$ cat config.mk
export PLATFORM = sky130hd
export DESIGN_NAME = gc_rx_frame_flat
export DESIGN_NICKNAME = d
export VERILOG_FILES = /design/src/rtl/gc_rx_pkg.sv /design/src/rtl/gc_rx_frame_if.sv /design/src/rtl/gc_rx_sync.sv /design/src/rtl/gc_rx_frame.sv /design/src/flat_wrapper.sv
export SDC_FILE = /design/constraint.sdc
export NUM_CORES = 1
export LEC_CHECK = 0
export ABC_AREA = 1
export CAP_MARGIN = 20
export CORE_UTILIZATION = 45
export CTS_CLUSTER_DIAMETER = 40
export DETAILED_ROUTE_END_ITERATION = 16
export PLACE_DENSITY = 0.67
export SLEW_MARGIN = 5
export SYNTH_ARGS = -nofsm -noshare
export SYNTH_HDL_FRONTEND = slang
export SYNTH_SLANG_ARGS = --single-unit
$ cat constraint.sdc
create_clock -name PCLK -period 3.8 [get_ports PCLK]
set_clock_uncertainty 0.15 [all_clocks]
set_input_delay 0.38 -clock PCLK [delete_from_list [all_inputs] [get_ports PCLK]]
set_output_delay 0.38 -clock PCLK [all_outputs]
set_load 0.01 [all_outputs]
$ cat src/rtl/gc_rx_pkg.sv
// gc_rx_pkg: state encoding, default 100 MHz timing constants and majority helper for the joybus receiver
package gc_rx_pkg;
  typedef enum logic [1:0] {IDLE, SAMPLE, WAIT, STOP} gc_rx_state_e;
  localparam int GC_DEFAULT_BITS = 64;
  localparam int GC_SAMPLE_TICKS_100MHZ = 200;
  localparam int GC_TIMEOUT_TICKS_100MHZ = 1000;
  function automatic logic maj3(input logic [2:0] v);
    return (v[0] & v[1]) | (v[0] & v[2]) | (v[1] & v[2]);
  endfunction
endpackage

$ cat src/rtl/gc_rx_frame_if.sv
// gc_rx_frame_if: receiver-to-register-block bundle; master is the receiver, slave the consumer
interface gc_rx_frame_if #(parameter int NUM_BITS = 64);
  logic rx_en;
  logic [NUM_BITS-1:0] response;
  logic resp_valid;
  logic frame_err;
  logic busy;
  logic [7:0] bit_count;
  modport master(input rx_en, output response, resp_valid, frame_err, busy, bit_count);
  modport slave(output rx_en, input response, resp_valid, frame_err, busy, bit_count);
endinterface

$ cat src/rtl/gc_rx_sync.sv
// gc_rx_sync: 2-flop pad synchroniser, optional 3-tap majority filter (GC_RX_GLITCH_FILTER_EN), falling-edge detect
module gc_rx_sync
  import gc_rx_pkg::*;
(
  input  logic PCLK,
  input  logic PRESERN,
  input  logic data_in,
  output logic line_s,
  output logic fall
);
  logic [1:0] sync_q, sync_d;
  logic prev_q, prev_d;
`ifdef GC_RX_GLITCH_FILTER_EN
  logic [1:0] hist_q, hist_d;
  always_comb begin
    hist_d = {hist_q[0], sync_q[1]};
    line_s = maj3({hist_q, sync_q[1]});
  end
  always_ff @(posedge PCLK or negedge PRESERN)
    if (!PRESERN) hist_q <= 2'b11;
    else hist_q <= hist_d;
`else
  assign line_s = sync_q[1];
`endif
  always_comb begin
    sync_d = {sync_q[0], data_in};
    prev_d = line_s;
    fall = prev_q & ~line_s;
  end
  // idle line is high, so reset to ones to avoid a false edge out of reset
  always_ff @(posedge PCLK or negedge PRESERN)
    if (!PRESERN) begin
      sync_q <= 2'b11;
      prev_q <= 1'b1;
    end else begin
      sync_q <= sync_d;
      prev_q <= prev_d;
    end
endmodule

$ cat src/rtl/gc_rx_frame.sv
// gc_rx_frame: parametrised joybus response receiver with edge-resynchronised sampling and idle timeout
// Optional glitch filter in gc_rx_sync enabled by GC_RX_GLITCH_FILTER_EN.
module gc_rx_frame
  import gc_rx_pkg::*;
#(
  parameter int NUM_BITS = GC_DEFAULT_BITS,
  parameter int SAMPLE_TICKS = GC_SAMPLE_TICKS_100MHZ,
  parameter int TIMEOUT_TICKS = GC_TIMEOUT_TICKS_100MHZ,
  parameter int CNT_W = 12
) (
  input logic PCLK,
  input logic PRESERN,
  input logic data_in,
  gc_rx_frame_if.master bus
);
  gc_rx_state_e state_q, state_d;
  logic [CNT_W-1:0] tick_q, tick_d, tick_inc, tick_run;
  logic [NUM_BITS-1:0] shift_q, shift_d, shifted, response_q, response_d;
  logic [7:0] count_q, count_d;
  logic valid_q, valid_d, err_q, err_d;
  logic line_s, fall;
  gc_rx_sync u_sync (
    .PCLK(PCLK),
    .PRESERN(PRESERN),
    .data_in(data_in),
    .line_s(line_s),
    .fall(fall)
  );
  always_comb begin
    state_d = state_q;
    tick_d = tick_q;
    shift_d = shift_q;
    count_d = count_q;
    response_d = response_q;
    valid_d = 1'b0;
    err_d = 1'b0;
    shifted = NUM_BITS'({shift_q, line_s});
    tick_inc = tick_q + 1'b1;
    tick_run = line_s ? tick_inc : '0;
    case (state_q)
      IDLE: begin
        tick_d = '0;
        count_d = '0;
        shift_d = '0;
        if (fall) begin
          state_d = SAMPLE;
          tick_d = CNT_W'(1);
        end
      end
      SAMPLE: begin
        tick_d = tick_inc;
        if (tick_q == CNT_W'(SAMPLE_TICKS)) begin
          shift_d = shifted;
          count_d = count_q + 8'd1;
          tick_d = '0;
          state_d = (count_d == 8'(NUM_BITS)) ? STOP : WAIT;
          response_d = (count_d == 8'(NUM_BITS)) ? shifted : response_q;
          valid_d = count_d == 8'(NUM_BITS);
        end
      end
      WAIT: begin
        // a new bit edge beats a simultaneous timeout
        if (fall) begin
          state_d = SAMPLE;
          tick_d = CNT_W'(1);
        end else if (tick_q == CNT_W'(TIMEOUT_TICKS)) begin
          state_d = IDLE;
          tick_d = '0;
          err_d = 1'b1;
        end else tick_d = tick_run;
      end
      STOP: begin
        tick_d = tick_run;
        if (tick_q == CNT_W'(TIMEOUT_TICKS)) begin
          state_d = IDLE;
          tick_d = '0;
        end
      end
      default: state_d = IDLE;
    endcase
    if (!bus.rx_en) begin
      state_d = IDLE;
      tick_d = '0;
      shift_d = '0;
      count_d = '0;
      response_d = response_q;
      valid_d = 1'b0;
      err_d = 1'b0;
    end
  end
  always_ff @(posedge PCLK or negedge PRESERN)
    if (!PRESERN) begin
      state_q <= IDLE;
      tick_q <= '0;
      shift_q <= '0;
      count_q <= '0;
      response_q <= '0;
      valid_q <= 1'b0;
      err_q <= 1'b0;
    end else begin
      state_q <= state_d;
      tick_q <= tick_d;
      shift_q <= shift_d;
      count_q <= count_d;
      response_q <= response_d;
      valid_q <= valid_d;
      err_q <= err_d;
    end
  assign bus.response = response_q;
  assign bus.resp_valid = valid_q;
  assign bus.frame_err = err_q;
  assign bus.busy = state_q != IDLE;
  assign bus.bit_count = count_q;
endmodule

$ cat src/flat_wrapper.sv
// flat-port wrapper written by rule: the top's interface ports become plain ports
module gc_rx_frame_flat import gc_rx_pkg::*;
#(
  parameter int NUM_BITS = GC_DEFAULT_BITS,
  parameter int SAMPLE_TICKS = GC_SAMPLE_TICKS_100MHZ,
  parameter int TIMEOUT_TICKS = GC_TIMEOUT_TICKS_100MHZ,
  parameter int CNT_W = 12
)
  (PCLK, PRESERN, data_in, bus_rx_en, bus_response, bus_resp_valid, bus_frame_err, bus_busy, bus_bit_count);
  gc_rx_frame_if #(.NUM_BITS(NUM_BITS)) bus_i ();
  input logic PCLK;
  input logic PRESERN;
  input logic data_in;
  input wire logic [$bits(bus_i.rx_en)-1:0] bus_rx_en;
  output wire logic [$bits(bus_i.response)-1:0] bus_response;
  output wire logic [$bits(bus_i.resp_valid)-1:0] bus_resp_valid;
  output wire logic [$bits(bus_i.frame_err)-1:0] bus_frame_err;
  output wire logic [$bits(bus_i.busy)-1:0] bus_busy;
  output wire logic [$bits(bus_i.bit_count)-1:0] bus_bit_count;
  assign bus_i.rx_en = bus_rx_en;
  assign bus_response = bus_i.response;
  assign bus_resp_valid = bus_i.resp_valid;
  assign bus_frame_err = bus_i.frame_err;
  assign bus_busy = bus_i.busy;
  assign bus_bit_count = bus_i.bit_count;
  gc_rx_frame #(.NUM_BITS(NUM_BITS), .SAMPLE_TICKS(SAMPLE_TICKS), .TIMEOUT_TICKS(TIMEOUT_TICKS), .CNT_W(CNT_W)) u_core (.PCLK(PCLK), .PRESERN(PRESERN), .data_in(data_in), .bus(bus_i));
endmodule
==> metrics.yaml, run 1 <==
synth:
  syn_area_um2: 6620
  avgSynthCellArea_um2: 9.42
  synthesis.nets: 710
  yosysTopAreaCell: "dfrtp_1"
  synth-seq-area-share: 0.583
  ys.warnings.count: 0
  synth.top_cell.area_share: 0.571
  synthCells: 702
  async_reset_ff_frac: 1.00
  synth_edf_count: 0
  synth_flop_cell: "dfrtp_1"
  ys_types: 29
  synth_seq_cells: 154
  ys_top_cells_by_area: "dfrtp_1 57%, nand2_1 10%, nand4_1 6.3%"
timing:
  worst_pin_slew_ns: 0.832
  period_share: 0.676
  fin_tns_setup_ns: 0
  fmax_mhz: 389
  slew_headroom: 0.446
  rsz0062_at_grt: "no"
  period_minus_slack_ns: 2.57
  setup_viol: 0
  finalHoldViolCount: 0
  slew_viol_final: 0
cells_and_area:
  fillCellCount: 1272
  diodes: 0
  fin_nets: 775
  seq_area_um2: 3860
  multiInputGateArea_um2: 2140
  final_area_um2: 8050
  utilization: 0.571
  drive_gt1_frac: 0.0859
  syn2layout_area_growth_pct: 21.7
floorplanning:
  dieArea_um2: 15200
  num_rows: 43
  start_util: 0.469
  fp.dieH_um: 123
  design.core.area_um2: 14100
  ioPinCount: 79
  die_w_um: 123
critical_path:
  cp_num_buf_inv: 0
  max_stage_delay_ns: 0.64
  end_kind: "flop"
  worst_path_max_delay_cell: "nor2_8"
  crit_path_start_kind: "flop"
  arrival_ns: 2.78
  critical_path_class: "reg -> reg"
  crit_family: "simple AND/OR/NAND/NOR gates"
  crit_fanout: 64
  cp_cell_sequence: "ha_1 -> nor2_1 -> nor2_1 -> nor2_1 -> nand3_2 -> nor2_8 -> nand4_1 -> nand2_1"
  cp_common_cell: "nor2_1"
  crit_required_ns: 4.01
grt:
  grt.overflow.total: 0
  grt_util_all_layers: 0.208
  grt_max_degree: 88
  grt_pass1_wl_um: 24100
  antenna_found_initial: 0
  grt_pass1_vias: 4975
placed_design:
  dp_hpwl_um: 8890
  gp_congestion: 0.900
  port_buffers: 78
  post_dp_cell_area_um2: 7410
run:
  maxCapViolations: 0
power:
  power_frac_comb: 0.063
  p_switching_mw: 0.843
  peakVddDrop_uv: 275
  power_frac_clock: 0.485
  swShare: 0.228
  leakage_nw: 3.70
  p_seq_frac: 0.451
  power_density_nw_per_um2: 459
  cellInternalPower_mw: 2.85
clocking:
  clk_transition_reported_paths_ns: 0.06
  numClockSinks: 154
  cts_made_buffers: 17
  clockBufferDepth: 2
  h-tree-depth: 4
  cts_resized: 0
  cts_root_buf: "clkbuf_16"
  post_cts_buffers: 0
  hold_buffers: 1
  cts_tree: "done"
  insertion_delay_ns: 0.43
outcome:
  outcome: "completed"
hold_path:
  holdCritPathClass: "in -> reg"
routing:
  drc: 0
  wirelength_um: 14300
  viasPerCell: 5.19
  avgRoutedWirePerCell_um: 14.9
  drtIter0Drc: 428
  num_vias: 4987
  postRouteAntennaNets: 0
  drtPass1Iterations: 5
-- Yosys cell counts (all sizes together), types with 2 or more instances --
| master | count |
|---|---|
| ha | 4 |
| nor3 | 5 |
| dfstp | 3 |
| xor2 | 8 |
| o21ai | 7 |
| or2 | 2 |
| nand2 | 188 |
| inv | 92 |
| dfrtp | 151 |
| nor2 | 42 |
| o22ai | 67 |
| buf | 35 |
| a21oi | 2 |
| clkbuf | 7 |
| nand3 | 17 |
| nand4 | 69 |
-- worst min-delay path, cell delays in order --
cell and delay, ns:
buf_2 0.12, inv_1 0.10, nor3_1 0.08
-- final timing paths --
kind                                          from                 endpoint  slack (ns)  cells past startpoint
max                        u_core.bus.bit_count[0]  u_core.bus.response[63]        1.23                      8
min                                      bus_rx_en     u_core.bus.frame_err        0.17                      3
max reg2reg                u_core.bus.bit_count[0]  u_core.bus.response[63]        1.23                      8
min reg2reg                u_core.u_sync.sync_q[0]  u_core.u_sync.sync_q[1]        0.21                      0
max in group asynchronous                  PRESERN     u_core.u_sync.prev_q        2.19                      3
min in group asynchronous                  PRESERN  u_core.bus.response[10]        0.45                      2
-- stage by stage --
step | instances | hold slack [ns] | worst slack [ns] | total power [mW]
2_1_floorplan | 702 | -0.0656 | 1.84 | 1.85
3_3_place_gp | 927 | 0.201 | 1.27 | 1.92
3_5_place_dp | 927 | 0.200 | 1.25 | 1.93
4_1_cts | 960 | 0.148 | 1.21 | 3.72
5_1_grt | 960 | 0.174 | 0.913 | 3.83
6_report | 960 | 0.172 | 1.23 | 3.69
-- final cells by class --
| cell class | count | share of cell area |
|---|---|---|
| Clock buffer | 21 | 0.0572 |
| Clock inverter | 11 | 0.0208 |
| Tap cell | 180 | 0.0280 |
| Inverter | 92 | 0.0429 |
| Sequential cell | 154 | 0.479 |
| Timing Repair Buffer | 88 | 0.106 |
| Multi-Input combinational cell | 414 | 0.266 |
-- cells by family (layout without fill, tap and decap cells) --
group                      count (synthesis)  after routing  synth area share
DFF                                      154            154             0.583
AOI/OAI and AO/OA                         78             78            0.0722
and+or+nand+nor                          323            323             0.231
xor gates and xnor gates                   9              9            0.0119
buffers and inverters                    134            212            0.0946
adders and majority gates                  4              4           0.00756
-- flip-flops by register name (all words and copies together), names as in the netlist --
name                   count
u_core.u_sync.sync_q       2
u_core.bus.bit_count       8
u_core.shift_q            63
u_core.state_q             2
u_core.bus.resp_valid      1
u_core.tick_q             12
u_core.bus.frame_err       1
u_core.u_sync.prev_q       1
u_core.bus.response       64
-- cells in the final DEF, fill, tap and decap left out, types with 3 or more instances in the layout --
| master | netlist | final |
|---|---|---|
| xor2_1 | 8 | 8 |
| inv_1 | 90 | 90 |
| buf_4 | 4 | 9 |
| nand4_1 | 67 | 67 |
| nand3_1 | 15 | 15 |
| clkdlybuf4s50_1 | 0 | 76 |
| clkinv_2 | 0 | 3 |
| nor2_2 | 5 | 4 |
| o22ai_1 | 67 | 67 |
| dfrtp_1 | 151 | 151 |
| nor3_1 | 5 | 5 |
| clkbuf_16 | 0 | 17 |
| dfstp_2 | 3 | 3 |
| nand2_1 | 181 | 181 |
| bufinv_16 | 0 | 4 |
| nor2_1 | 33 | 33 |
| ha_1 | 4 | 4 |
| nand2_2 | 7 | 7 |
| o21ai_0 | 7 | 7 |
| nor2_4 | 3 | 4 |
-- power by group through the flow --
stage	registers [mW]	clock network (mW)	logic [mW]
global placement	1.69	0	0.226
floorplan	1.69	0	0.157
finish	1.67	1.79	0.234
CTS	1.67	1.82	0.236
detailed placement	1.69	0	0.233
global route	1.67	1.90	0.261
-- routing by layer --
metal,up-vias,part of all wire,track usage
li1,2445,-,-
met1,2438,0.50,0.299
met2,93,0.45,0.304
met3,11,0.043,0.0604
met4,0,0.0086,0.0640
met5,-,0,0
(Power assumes the default switching activity.)
==> run 2: changes to the inputs <==
--- a/config.mk
+++ b/config.mk
@@ -10,7 +10,7 @@
 export CORE_UTILIZATION = 45
 export CTS_CLUSTER_DIAMETER = 40
 export DETAILED_ROUTE_END_ITERATION = 16
-export PLACE_DENSITY = 0.67
+export PLACE_DENSITY = 0.69
 export SLEW_MARGIN = 5
 export SYNTH_ARGS = -nofsm -noshare
 export SYNTH_HDL_FRONTEND = slang
==> constraint.sdc (replaced) <==
create_clock -name PCLK -period 2.1 [get_ports PCLK]
set_clock_uncertainty 0.15 [all_clocks]
set_input_delay 0.21 -clock PCLK [delete_from_list [all_inputs] [get_ports PCLK]]
set_output_delay 0.21 -clock PCLK [all_outputs]
set_load 0.01 [all_outputs]
==> run 2 against run 1 <==
Design area grew 2.6%. First-iteration DRC count shrank 7.5%. Die area is the same. Largest power group unchanged. Critical path depth shrank 5. Cell count grew 1.0%. Clock power grew 69%. Critical endpoint is now bus_busy.
==> metrics.yaml, run 2 (synthesis results as in run 1) <==
floorplanning:
  start_util: 0.469  # unchanged
  dieArea_um2: 15200  # unchanged
  design.core.area_um2: 14100  # unchanged
  num_rows: 43  # unchanged
  fp.dieH_um: 123  # unchanged
  ioPinCount: 79  # unchanged
  die_w_um: 123  # unchanged
grt:
  grt_pass1_vias: 5092  # +2.4%
  grt_util_all_layers: 0.207  # -0.000803
  grt.overflow.total: 0  # unchanged
  antenna_found_initial: 0  # unchanged
  grt_max_degree: 52  # -41%
  grt_pass1_wl_um: 24500  # +1.5%
timing:
  finalHoldViolCount: 0  # unchanged
  fmax_mhz: 498
  setup_viol: 0  # unchanged
  slew_headroom: 0.673  # +0.228
  period_minus_slack_ns: 2.01
  rsz0062_at_grt: "yes"
  slew_viol_final: 0  # unchanged
  period_share: 0.957
  worst_pin_slew_ns: 0.490  # -0.341 ns
  setup_slack_ns: 0.0903  # -1.14 ns
clocking:
  cts_made_buffers: 17  # unchanged
  insertion_delay_ns: 0.42  # about the same
  clockBufferDepth: 2  # unchanged
  cts_tree: "done"
  clk_transition_reported_paths_ns: 0.06  # about the same
  numClockSinks: 154  # unchanged
  cts_root_buf: "clkbuf_16"
  h-tree-depth: 4  # unchanged
power:
  leakage_nw: 3.80  # +2.6%
  peakVddDrop_uv: 534  # +94%
  power_density_nw_per_um2: 794  # +73%
outcome:
  outcome: "completed"
routing:
  drtPass1Iterations: 4  # -1
  drtIter0Drc: 396  # -7.5%
  viasPerCell: 5.34  # +2.9%
  avgRoutedWirePerCell_um: 15.5  # +4.2%
  wirelength_um: 15000  # +5.3%
  num_vias: 5184  # +4.0%
  postRouteAntennaNets: 0  # unchanged
  drc: 0  # unchanged
critical_path:
  crit_required_ns: 1.74  # -2.27 ns
  critical_path_class: "reg -> out"
  end_kind: "output port"
  crit_fanout: 6  # -91%
  arrival_ns: 1.65  # -1.13 ns
  crit_path_start_kind: "flop"
cells_and_area:
  layout_common_cells: "181 x nand2_1, 150 x dfrtp_1, 90 x inv_1"
  fin_nets: 786  # +1.4%
  final_common_cell: "nand2_1"
  syn2layout_area_growth_pct: 24.8
  diodes: 0  # unchanged
  drive_gt1_frac: 0.104  # +0.0179
  final_cell_count_no_fill: 970  # +1.0%
  largest_reg_flops: 64  # unchanged
placed_design:
  dpl.cell_count: 935  # +0.86%
  port_buffers: 78  # unchanged
  dp_hpwl_um: 9240  # +4.0%
  gp_congestion: 0.860  # -4.4%
  pre_cts_ws_ns: 0.0496  # -1.20 ns
hold_path:
  holdCritPathClass: "in -> reg"
run:
  maxCapViolations: 0  # unchanged
## run 2: cell types whose count changed in the layout (fill, tap and decap cells not counted), moves of 2 or more
cell / before / now
clkbuf_16: 17 / 19
nand2_2: 7 / 5
clkinv_2: 3 / 1
buf_6: 1 / 3
nand3_2: 2 / 5
nand3_1: 15 / 12
bufinv_16: 4 / 2
nand2_4: 0 / 2
buf_12: 0 / 8
## run 2: final cells by class
cell class              instances  area, um2
clock inverters                 9        114
flip-flops and latches        154       3860
well taps                     180        225
fillers                      1212       5840
repair buffers                 99       1080
inverters                      92        345
multi-input cells             414       2170
clock buffers                  22        464
## run 2: path summary, 6_finish.rpt
kind | startpoint | cells past startpoint | slack (ns) | to
worst max-delay path | u_core.state_q[1] | 3 | 0.09 | bus_busy
worst min-delay path | bus_rx_en | 3 | 0.04 | u_core.bus.frame_err
worst max register to register | u_core.tick_q[0] | 9 | 0.10 | u_core.shift_q[49]
worst min register to register | u_core.u_sync.sync_q[0] | 0 | 0.20 | u_core.u_sync.sync_q[1]
max in group asynchronous | PRESERN | 3 | 0.96 | u_core.u_sync.sync_q[1]
min in group asynchronous | PRESERN | 2 | 0.13 | u_core.bus.response[11]
## run 2: worst max-delay path, stage by stage, from the launching register on
cell and delay (ns):
dfrtp_1 0.47, nor2_1 0.08, inv_1 0.13, clkdlybuf4s50_1 0.56
## run 2: power breakdown
group / leakage (nW) / switching, mW / internal [mW]
registers: 2.14 / 0.0267 / 2.99
clock network: 0.273 / 1.21 / 1.81
logic: 1.38 / 0.344 / 0.170
## run 2: per-layer routing
layer,track usage,vias to the layer above,part of all wire
met4,0.0700,0,0.0096
met2,0.324,132,0.47
met1,0.289,2570,0.48
met5,0,-,0
met3,0.0420,9,0.042
li1,-,2473,-
## run 2: per-stage QoR
stage | instance area [um2] | power (mW) | hold slack [ns] | utilization | TNS (ns)
floorplan | 6620 | 3.35 | -0.236 | - | 0
detailed placement | 7560 | 3.53 | 0.0182 | 0.536 | 0
global route | 8260 | 6.76 | 0.0476 | 0.586 | -0.149
finish | 8260 | 6.56 | 0.0405 | 0.586 | 0
CTS | 8150 | 6.53 | 0.0224 | 0.578 | 0
global placement | 7560 | 3.51 | 0.00800 | 0.536 | 0
## run 2: timing repair
item,4_1_cts,5_1_grt
setup endpoints to repair,0,138
resized for setup,0,11
hold buffers,1,0
setup buffers,0,1
endpoints found under the hold margin,132,0
